**src/rtl/isa_read_responder.sv**
```systemverilog
// isa_read_responder
// DDR-side responder for instruction-cache fills. A fill request (start
// address, length in instructions) is split into DDR read bursts of at most
// MAX_BURST_LEN beats. Each accepted DDR beat is returned to the cache one
// cycle later as instruction_to_cache, with a one-cycle rd_burst_data_valid
// strobe and a running rd_cnt_isa count.
//
// Ports
//   clk, rst                 clock, asynchronous active-low reset
//   isa_read_req/addr/len    cache fill request (held until fill complete)
//   instruction_to_cache     latest delivered instruction (LSBs of DDR beat)
//   rd_cnt_isa               instructions delivered in current fill (sat 1023)
//   rd_burst_data_valid      one-cycle strobe per delivered instruction
//   ddr_rd_req/addr/len      DDR burst request, stable until ddr_rd_grant
//   ddr_rd_grant             controller accepted the burst
//   ddr_rd_data/data_valid   DDR read beats
//   ddr_rd_finish            DDR burst complete
//   rd_timeout               (ISA_RD_TIMEOUT_EN only) sticky watchdog flag
//
// Optional feature macro: ISA_RD_TIMEOUT_EN adds a watchdog that abandons a
// fill after TIMEOUT_CYCLES cycles without DDR progress.
module isa_read_responder #(
  parameter int DDR_ADDR_WIDTH = 28,
  parameter int DDR_DATA_WIDTH = 64,
  parameter int ISA_WIDTH      = 30,
  parameter int MAX_BURST_LEN  = 64,
  parameter int ADDR_STEP      = 8,
  parameter int TIMEOUT_CYCLES = 1024
) (
  input  logic                      clk,
  input  logic                      rst,
  input  logic                      isa_read_req,
  input  logic [DDR_ADDR_WIDTH-1:0] isa_read_addr,
  input  logic [9:0]                isa_read_len,
  output logic [ISA_WIDTH-1:0]      instruction_to_cache,
  output logic [9:0]                rd_cnt_isa,
  output logic                      rd_burst_data_valid,
  output logic                      ddr_rd_req,
  output logic [DDR_ADDR_WIDTH-1:0] ddr_rd_addr,
  output logic [9:0]                ddr_rd_len,
  input  logic                      ddr_rd_grant,
  input  logic [DDR_DATA_WIDTH-1:0] ddr_rd_data,
  input  logic                      ddr_rd_data_valid,
  input  logic                      ddr_rd_finish
`ifdef ISA_RD_TIMEOUT_EN
  ,
  output logic                      rd_timeout
`endif
);

  localparam logic [9:0] MAX_LEN = 10'(MAX_BURST_LEN);
  localparam logic [9:0] CNT_MAX = 10'd1023;

  typedef enum logic [1:0] {
    S_IDLE = 2'd0,
    S_REQ  = 2'd1,
    S_DATA = 2'd2,
    S_DONE = 2'd3
  } state_t;

  state_t                    state;
  logic [DDR_ADDR_WIDTH-1:0] cur_addr;
  logic [9:0]                remaining;
  logic [9:0]                beat_cnt;
  logic                      abort;

  function automatic logic [9:0] sat_inc(input logic [9:0] v);
    return (v == CNT_MAX) ? CNT_MAX : v + 10'd1;
  endfunction

  function automatic logic [9:0] burst_len_of(input logic [9:0] rem);
    return (rem > MAX_LEN) ? MAX_LEN : rem;
  endfunction

  // A beat counts only in DATA and only up to the granted burst length;
  // surplus beats from the controller are dropped silently.
  logic                      beat_ok;
  logic [9:0]                rem_next;
  logic [DDR_ADDR_WIDTH-1:0] addr_next;

  assign beat_ok   = (state == S_DATA) && ddr_rd_data_valid && (beat_cnt < ddr_rd_len);
  assign rem_next  = remaining - ddr_rd_len;
  // Address wraps modulo 2^DDR_ADDR_WIDTH by truncation.
  assign addr_next = cur_addr + DDR_ADDR_WIDTH'(ddr_rd_len) * DDR_ADDR_WIDTH'(ADDR_STEP);

`ifdef ISA_RD_TIMEOUT_EN
  localparam int WD_W = $clog2(TIMEOUT_CYCLES + 1);
  logic [WD_W-1:0] wd_cnt;
  logic            wd_active;
  logic            wd_fire;

  assign wd_active = (state == S_REQ) || (state == S_DATA);
  assign wd_fire   = wd_active && !ddr_rd_grant && !ddr_rd_data_valid &&
                     (wd_cnt == WD_W'(TIMEOUT_CYCLES - 1));
`endif

  always_ff @(posedge clk or negedge rst) begin
    if (!rst) begin
      state                <= S_IDLE;
      cur_addr             <= '0;
      remaining            <= '0;
      beat_cnt             <= '0;
      abort                <= 1'b0;
      instruction_to_cache <= '0;
      rd_cnt_isa           <= '0;
      rd_burst_data_valid  <= 1'b0;
      ddr_rd_req           <= 1'b0;
      ddr_rd_addr          <= '0;
      ddr_rd_len           <= '0;
`ifdef ISA_RD_TIMEOUT_EN
      rd_timeout           <= 1'b0;
      wd_cnt               <= '0;
`endif
    end else begin
      // Beat -> cache stage boundary: one cycle of latency.
      rd_burst_data_valid <= 1'b0;
      if (beat_ok) begin
        instruction_to_cache <= ddr_rd_data[ISA_WIDTH-1:0];
        rd_cnt_isa           <= sat_inc(rd_cnt_isa);
        rd_burst_data_valid  <= 1'b1;
        beat_cnt             <= beat_cnt + 10'd1;
      end

      // Request withdrawn mid-fill: finish the outstanding burst, then stop.
      if (((state == S_REQ) || (state == S_DATA)) && !isa_read_req)
        abort <= 1'b1;

      case (state)
        S_IDLE: begin
          if (isa_read_req) begin
            cur_addr   <= isa_read_addr;
            remaining  <= isa_read_len;
            rd_cnt_isa <= '0;
            abort      <= 1'b0;
`ifdef ISA_RD_TIMEOUT_EN
            rd_timeout <= 1'b0;
`endif
            if (isa_read_len == 10'd0) begin
              state <= S_DONE;
            end else begin
              state       <= S_REQ;
              ddr_rd_req  <= 1'b1;
              ddr_rd_addr <= isa_read_addr;
              ddr_rd_len  <= burst_len_of(isa_read_len);
            end
          end
        end
        S_REQ: begin
          if (ddr_rd_grant) begin
            ddr_rd_req <= 1'b0;
            beat_cnt   <= '0;
            state      <= S_DATA;
          end
        end
        S_DATA: begin
          if (ddr_rd_finish) begin
            remaining <= rem_next;
            cur_addr  <= addr_next;
            if (rem_next == 10'd0) begin
              state <= S_DONE;
            end else if (abort || !isa_read_req) begin
              state <= S_IDLE;
            end else begin
              state       <= S_REQ;
              ddr_rd_req  <= 1'b1;
              ddr_rd_addr <= addr_next;
              ddr_rd_len  <= burst_len_of(rem_next);
            end
          end
        end
        S_DONE: begin
          if (!isa_read_req)
            state <= S_IDLE;
        end
        default: state <= S_IDLE;
      endcase

`ifdef ISA_RD_TIMEOUT_EN
      // Watchdog: any grant or returned beat counts as progress.
      if (!wd_active || ddr_rd_grant || ddr_rd_data_valid)
        wd_cnt <= '0;
      else
        wd_cnt <= wd_cnt + WD_W'(1);
      if (wd_fire) begin
        rd_timeout <= 1'b1;
        ddr_rd_req <= 1'b0;
        state      <= S_DONE;
        rd_cnt_isa <= isa_read_len;
        wd_cnt     <= '0;
      end
`endif
    end
  end

endmodule

```
**config.mk**
```make
export PLATFORM = sky130hd
export DESIGN_NAME = isa_read_responder
export DESIGN_NICKNAME = d
export VERILOG_FILES = /design/src/rtl/isa_read_responder.sv
export SDC_FILE = /design/constraint.sdc
export NUM_CORES = 1
export LEC_CHECK = 0
export CAP_MARGIN = 0
export CORE_MARGIN = 8
export CORE_UTILIZATION = 40
export DETAILED_ROUTE_END_ITERATION = 16
export GPL_ROUTABILITY_DRIVEN = 0
export MAX_ROUTING_LAYER = met4
export PLACE_DENSITY = 0.7
export SLEW_MARGIN = 15
export SYNTH_ARGS = -nofsm -noshare
export SYNTH_HDL_FRONTEND = slang
export SYNTH_SLANG_ARGS = --single-unit
export TNS_END_PERCENT = 50
```
**constraint.sdc**
```tcl
create_clock -name clk -period 6.71 [get_ports clk]
set_clock_uncertainty 0.15 [all_clocks]
set_input_delay 1.0065 -clock clk [delete_from_list [all_inputs] [get_ports clk]]
set_output_delay 1.0065 -clock clk [all_outputs]
set_load 0.05 [all_outputs]
```
==> flow_metrics.env, run 1 <==
export IMPL_placed_area_um2=9030
export IMPL_die_area_um2=22800
export IMPL_setup_worst_path_class="flip-flop to flip-flop"
export IMPL_syn_to_final_growth_pct=33.0
export IMPL_crit_slowest_cell="dfrtp_1"
export IMPL_drt_iter0_markers=275
export IMPL_die_width_um=151
export IMPL_p_leak_nw=4.04
export IMPL_finalHoldViolations=0
export IMPL_synthMostInstantiatedCell="dfrtp_1"
export IMPL_synth_area_um2=7280
export IMPL_std_cell_rows=49
export IMPL_finalNetCount=978
export IMPL_crit_buf_inv=3
export IMPL_start_util_pct=40.6
export IMPL_grt_overflow=0
export IMPL_first_pass_iters=4
export IMPL_cts_tree="built"
export IMPL_finalWirelength_mm=18.0
export IMPL_fin_crit_ns=3.96
export IMPL_worstPathMaxFanout=19
export IMPL_cp_start_kind="flip-flop"
export IMPL_grt_max_degree=69
export IMPL_required_ns=6.86
export IMPL_outcome="completed"
export IMPL_ctsResizeCount=0
export IMPL_synth_cell_types=54
export IMPL_worstPathArrival_ns=4.11
export IMPL_placeableCoreArea_um2=17900
export IMPL_async_flop_share_pct=100
export IMPL_peakVddDrop_mv=0.295
export IMPL_antenna_left=0
export IMPL_cts_sinks=131
export IMPL_antenna_found_initial=1
export IMPL_finalSetupViolCount=0
export IMPL_viasPerCell=5.25
export IMPL_hold_buffers=0
export IMPL_finalInstanceArea_um2=9680
export IMPL_multi_input_area_um2=3790
export IMPL_critPathMaxStageDelay_ns=0.52
export IMPL_path_cells="inv_1, ha_1, nor2b_1, o2111ai_1, a21oi_1, or3_1, o311ai_4, xor2_2, a31oi_4, buf_16, buf_4, mux2_1"
export IMPL_hold_class="flip-flop to flip-flop"
export IMPL_grt_pass1_vias=5722
export IMPL_synth_warnings=0
export IMPL_endpoint_kind="flip-flop"
export IMPL_ioPinCount=188
export IMPL_fillers=1619
export IMPL_postCtsSetupRepairBufs=0
export IMPL_timing_slew_headroom_pct=34.2
export IMPL_grt_use_total_pct=16.6
export IMPL_fin_crit_sh_pct=59.0
export IMPL_rsz0062_at_grt="no"
export IMPL_synth_edf_count=0
export IMPL_synth_ff_type="dfrtp_1"
export IMPL_final_seq_area_um2=3280
export IMPL_vias=5639
export IMPL_max_cap_violations=0
export IMPL_synth_area_leaders="dfrtp_1, mux2_2, ha_1"
export IMPL_die_y_um=151
export IMPL_io_buffers=153
export IMPL_clockBufferDepth=2
export IMPL_dp_hpwl_mm=12.9
export IMPL_setup_tns_ns=0
export IMPL_clkTransAtPathRegs_ns=0.06
export IMPL_synthCells=681
export IMPL_max_freq_mhz=252
export IMPL_yosys_area_top_type="dfrtp_1"
export IMPL_synth_common_cells="dfrtp_1, mux2_2, nand2_1"
export IMPL_p_per_area_nw_per_um2=550
export IMPL_seq_area_frac_synth_pct=45.1
export IMPL_cts_root_buf="clkbuf_16"
export IMPL_synth_nets=827
export IMPL_clk_latency_ns=0.42
export IMPL_drv_slew=0
export IMPL_htreeDepth=4
export IMPL_yosysTopAreaCellShare_pct=45.1
export IMPL_drive_above_1_share_pct=14.6
export IMPL_syn_avg_cell_area_um2=10.7
export IMPL_cts_made_buffers=17
export IMPL_path_delay_family="compound AO/OA/AOI/OAI gates"
export IMPL_worst_pin_slew_ns=0.983
export IMPL_drc=0
export IMPL_grt_pass1_wl_mm=29.3
export IMPL_ys_seq_elements=131
export IMPL_wl_per_cell_um=16.8
==> per-stage QoR <==
stage / setup WS (ns) / cells / total power, mW / utilization, % / hold slack, ns
final: 2.75 / 1075 / 5.32 / 54.1 / 0.329
after global routing: 2.50 / 1075 / 5.66 / 54.1 / 0.358
after CTS: 2.29 / 1073 / 5.35 / 53.9 / 0.334
after detailed placement: 2.12 / 1041 / 4.36 / 50.4 / 0.319
after floorplan: 3.16 / 681 / 3.53 / - / 0.300
after global placement: 2.16 / 1041 / 4.30 / 50.4 / 0.314
==> cell families (layout without fill, tap and decap cells) <==
group           after synthesis  in the layout  synth area share [%]
compound gates              139            139                  12.5
xor+xnor                     39             39                  4.80
simple gates                178            178                  11.4
buf+inv                      55            219                  3.16
fa+ha+maj                    38             38                  6.74
other cells                   0              1                     0
flops                       131            131                  45.1
mux                         101            101                  16.4
==> flip-flops by register name (all words and copies together) (netlist names) <==
name / count
instruction_to_cache: 30
cur_addr: 28
ddr_rd_addr: 28
beat_cnt: 10
ddr_rd_len: 10
rd_cnt_isa: 10
remaining: 10
state: 2
abort: 1
ddr_rd_req: 1
rd_burst_data_valid: 1
==> worst register-to-register path, delay by kind of cell, from the launching register on <==
family,cells,cell delay (ns)
compound gates,4,1.21
flops,1,0.52
simple gates,2,0.54
xor+xnor,1,0.18
mux,1,0.34
fa+ha+maj,1,0.30
buf+inv,3,0.59
==> placed cells by master (no fill, tap or decap), drive strengths merged, types with 4 or more instances in the layout <==
master,n
clkdlybuf4s50,152
dfrtp,131
mux2,95
nand2,58
nor2,50
a21oi,45
ha,36
xnor2,29
inv,28
o21ai,25
clkbuf,20
nand3,19
xor2,10
nor3,9
o22ai,9
a2111oi,8
a21o,7
nor2b,7
buf,7
clkinv,7
nand4,6
nand2b,6
mux2i,6
o41ai,6
a31oi,6
and2,5
and3,5
a311oi,5
o21a,5
and4,4
a211oi,4
==> power breakdown <==
part	total [mW]	internal (mW)	leakage, nW	switching, mW
Combinational	2.98	1.23	2.13	1.75
Sequential	1.37	1.14	1.60	0.238
Clock	0.967	0.614	0.302	0.354
Total	5.32	2.98	4.04	2.35
==> path summary, 6_finish.rpt <==
path	from	to	slack [ns]	depth (start not counted)
hold reg to reg	cur_addr[7]	cur_addr[7]	0.33	2
hold / removal	cur_addr[7]	cur_addr[7]	0.33	2
setup reg to reg	ddr_rd_len[1]	ddr_rd_len[3]	2.75	12
max in group asynchronous	rst	cur_addr[9]	4.67	2
min in group asynchronous	rst	instruction_to_cache[7]	0.43	1
setup / recovery	ddr_rd_len[1]	ddr_rd_len[3]	2.75	12
==> layer usage <==
layer | wire length (um) | part of all wire [%] | up-vias | track usage, %
met2 | 8140 | 45 | 153 | 24.7
li1 | - | - | 2761 | -
met1 | 8370 | 46 | 2702 | 21.0
met4 | 301 | 1.7 | 0 | 6.33
met5 | 0 | 0 | - | -
met3 | 1220 | 6.8 | 23 | 5.02
==> area by class of cell <==
type                    instances  area share, %
clock buffers                  20           4.82
clock inverters                12           1.60
flip-flops and latches        131           33.9
diodes                          1         0.0259
repair buffers                159           16.5
well taps                     229           2.96
multi-input cells             495           39.1
inverters                      28           1.09
Power figures use the tool's default switching activity.
==> run 2, diff against run 1 <==
--- a/config.mk
+++ b/config.mk
@@ -11,7 +11,7 @@
 export DETAILED_ROUTE_END_ITERATION = 16
 export GPL_ROUTABILITY_DRIVEN = 0
 export MAX_ROUTING_LAYER = met4
-export PLACE_DENSITY = 0.7
+export PLACE_DENSITY = 0.72
 export SLEW_MARGIN = 15
 export SYNTH_ARGS = -nofsm -noshare
 export SYNTH_HDL_FRONTEND = slang
==> constraint.sdc (replaced) <==
create_clock -name clk -period 3.5 [get_ports clk]
set_clock_uncertainty 0.15 [all_clocks]
set_input_delay 0.525 -clock clk [delete_from_list [all_inputs] [get_ports clk]]
set_output_delay 0.525 -clock clk [all_outputs]
set_load 0.05 [all_outputs]
==> flow_metrics.env, run 2 (synthesis results as in run 1) <==
export IMPL_die_area_um2=22800
export IMPL_regToRegEndpoint="ddr_rd_len[1]"
export IMPL_max_freq_mhz=302
export IMPL_swShare_pct=44.6
export IMPL_die_y_um=151
export IMPL_cp_startpoint="ddr_rd_len[4]"
export IMPL_hold_buffers=0
export IMPL_grt_overflow=0
export IMPL_final_util_pct=54.3
export IMPL_max_cap_violations=0
export IMPL_dp_slack_ns=0.180
export IMPL_endpoint_kind="flip-flop"
export IMPL_setup_worst_path_class="flip-flop to flip-flop"
export IMPL_grt_pass1_vias=5878
export IMPL_dp_hpwl_mm=13.3
export IMPL_cts_tree="built"
export IMPL_timing_final_ws_setup_ns=0.190
export IMPL_grt_use_total_pct=16.9
export IMPL_timing_slew_headroom_pct=33.7
export IMPL_finalSetupViolCount=0
export IMPL_cts_made_buffers=17
export IMPL_clk_latency_ns=0.41
export IMPL_cp_start_kind="flip-flop"
export IMPL_largestRegisters="instruction_to_cache: 30 flops, cur_addr: 28 flops, ddr_rd_addr: 28 flops"
export IMPL_worst_pin_slew_ns=0.990
export IMPL_finalHoldViolations=12
export IMPL_clockBufferDepth=2
export IMPL_peakVddDrop_mv=0.617
export IMPL_io_buffers=153
export IMPL_top_register="instruction_to_cache"
export IMPL_vias=5728
export IMPL_layout_common_cells="clkdlybuf4s50_1, dfrtp_1, mux2_2"
export IMPL_postCtsSetupRepairBufs=0
export IMPL_p_leak_nw=4.06
export IMPL_final_common_cell="clkdlybuf4s50_1"
export IMPL_fin_crit_sh_pct=94.6
export IMPL_drc=0
export IMPL_timing_rr_start="ddr_rd_len[4]"
export IMPL_p_int_mw=5.60
export IMPL_clkTransAtPathRegs_ns=0.06
export IMPL_grt_max_degree=78
export IMPL_finalNetCount=988
export IMPL_std_cell_rows=49
export IMPL_violations="hold timing"
export IMPL_antenna_left=0
export IMPL_largest_reg_flops=30
export IMPL_worstPathMaxFanout=12
export IMPL_placeableCoreArea_um2=17900
export IMPL_clockPowerShare_pct=16.7
export IMPL_ctsResizeCount=0
export IMPL_first_pass_iters=4
export IMPL_required_ns=3.63
export IMPL_pwr_share_seq_pct=26.1
export IMPL_ioPinCount=188
export IMPL_antenna_found_initial=1
export IMPL_outcome="finished, violations left"
export IMPL_drt_iter0_markers=355
export IMPL_cts_root_buf="clkbuf_16"
export IMPL_drv_slew=0
export IMPL_grt_pass1_wl_mm=29.9
export IMPL_viasPerCell=5.28
export IMPL_worstPathArrival_ns=3.44
export IMPL_p_per_area_nw_per_um2=1040
export IMPL_wl_per_cell_um=16.6
export IMPL_finalWirelength_mm=18.0
export IMPL_cts_sinks=131
export IMPL_syn_to_final_growth_pct=33.5
export IMPL_die_width_um=151
export IMPL_p_sw_mw=4.50
export IMPL_fin_crit_ns=3.31
export IMPL_htreeDepth=4
export IMPL_start_util_pct=40.6
export IMPL_rsz0062_at_grt="yes"
export IMPL_drive_above_1_share_pct=15.6
export IMPL_hold_class="primary input to async pin"
export IMPL_fillers=1561
export IMPL_holdWs_ns=-0.0337
export IMPL_r2r_cells=11
export IMPL_power_frac_comb_pct=57.2
export IMPL_p_total_mw=10.1
export IMPL_rrSetupSlack_ns=0.19
-- run 2: cell count changes in the layout (fill, tap and decap cells not counted), sizes merged --
cell / change
clkinvlp: -1
buf: +10
bufinv: -2
inv: +2
-- run 2: how the worst max path moves through the flow --
stage	cells past startpoint	end	slack, ns
2_1_floorplan	12	ddr_rd_addr[11]	0.10
3_3_place_gp	11	ddr_rd_len[1]	0.22
3_5_place_dp	11	ddr_rd_len[1]	0.18
4_1_cts	11	ddr_rd_len[1]	0.17
5_1_grt	10	ddr_rd_len[1]	-0.02
6_report	11	ddr_rd_len[1]	0.19
-- run 2: critical path: stages, from the launching register on --
cell and delay, ns:
dfrtp_2 0.39, inv_1 0.08, ha_1 0.31, a21o_1 0.20, a31oi_1 0.18, a21oi_1 0.13, or3_1 0.40, o311ai_4 0.33
xor2_2 0.29, a31oi_4 0.15, buf_4 0.22, mux2_1 0.35
-- run 2: metrics by stage --
| stage | cell area, um^2 | std cells | hold WS, ns | TNS (ns) |
|---|---|---|---|---|
| after floorplan | 7280 | 681 | 0.0794 | 0 |
| after CTS | 9710 | 1083 | 0.0137 | 0 |
| after global placement | 9150 | 1052 | 0.314 | 0 |
| after global routing | 9710 | 1084 | 0.0419 | -0.0238 |
| final | 9710 | 1084 | -0.0337 | 0 |
| after detailed placement | 9150 | 1052 | 0.317 | 0 |
-- run 2: layout make-up --
type | instances | area (um^2) | area share (%)
multi-input combinational | 495 | 3790 | 39.0
sequential | 131 | 3280 | 33.8
clock inverter | 11 | 105 | 1.08
inverter | 28 | 105 | 1.08
timing repair buffer | 169 | 1690 | 17.4
antenna | 1 | 2.50 | 0.0258
tap | 229 | 287 | 2.95
clock buffer | 20 | 457 | 4.70
-- run 2: routing by layer --
metal	up-vias	GRT usage, %	part of all wire [%]
met5	-	-	0
met4	0	5.34	1.7
met3	24	4.51	6.0
met2	181	25.2	45
met1	2743	21.9	48
li1	2780	-	-
-- run 2: power groups by stage --
| stage | Combinational (mW) | Sequential, mW | Clock [mW] |
|---|---|---|---|
| final | 5.78 | 2.64 | 1.68 |
| after global placement | 5.73 | 2.62 | 0 |
| after CTS | 5.82 | 2.64 | 1.73 |
| after global routing | 6.23 | 2.73 | 1.79 |
| after detailed placement | 5.80 | 2.66 | 0 |
| after floorplan | 2.86 | 3.91 | 0 |
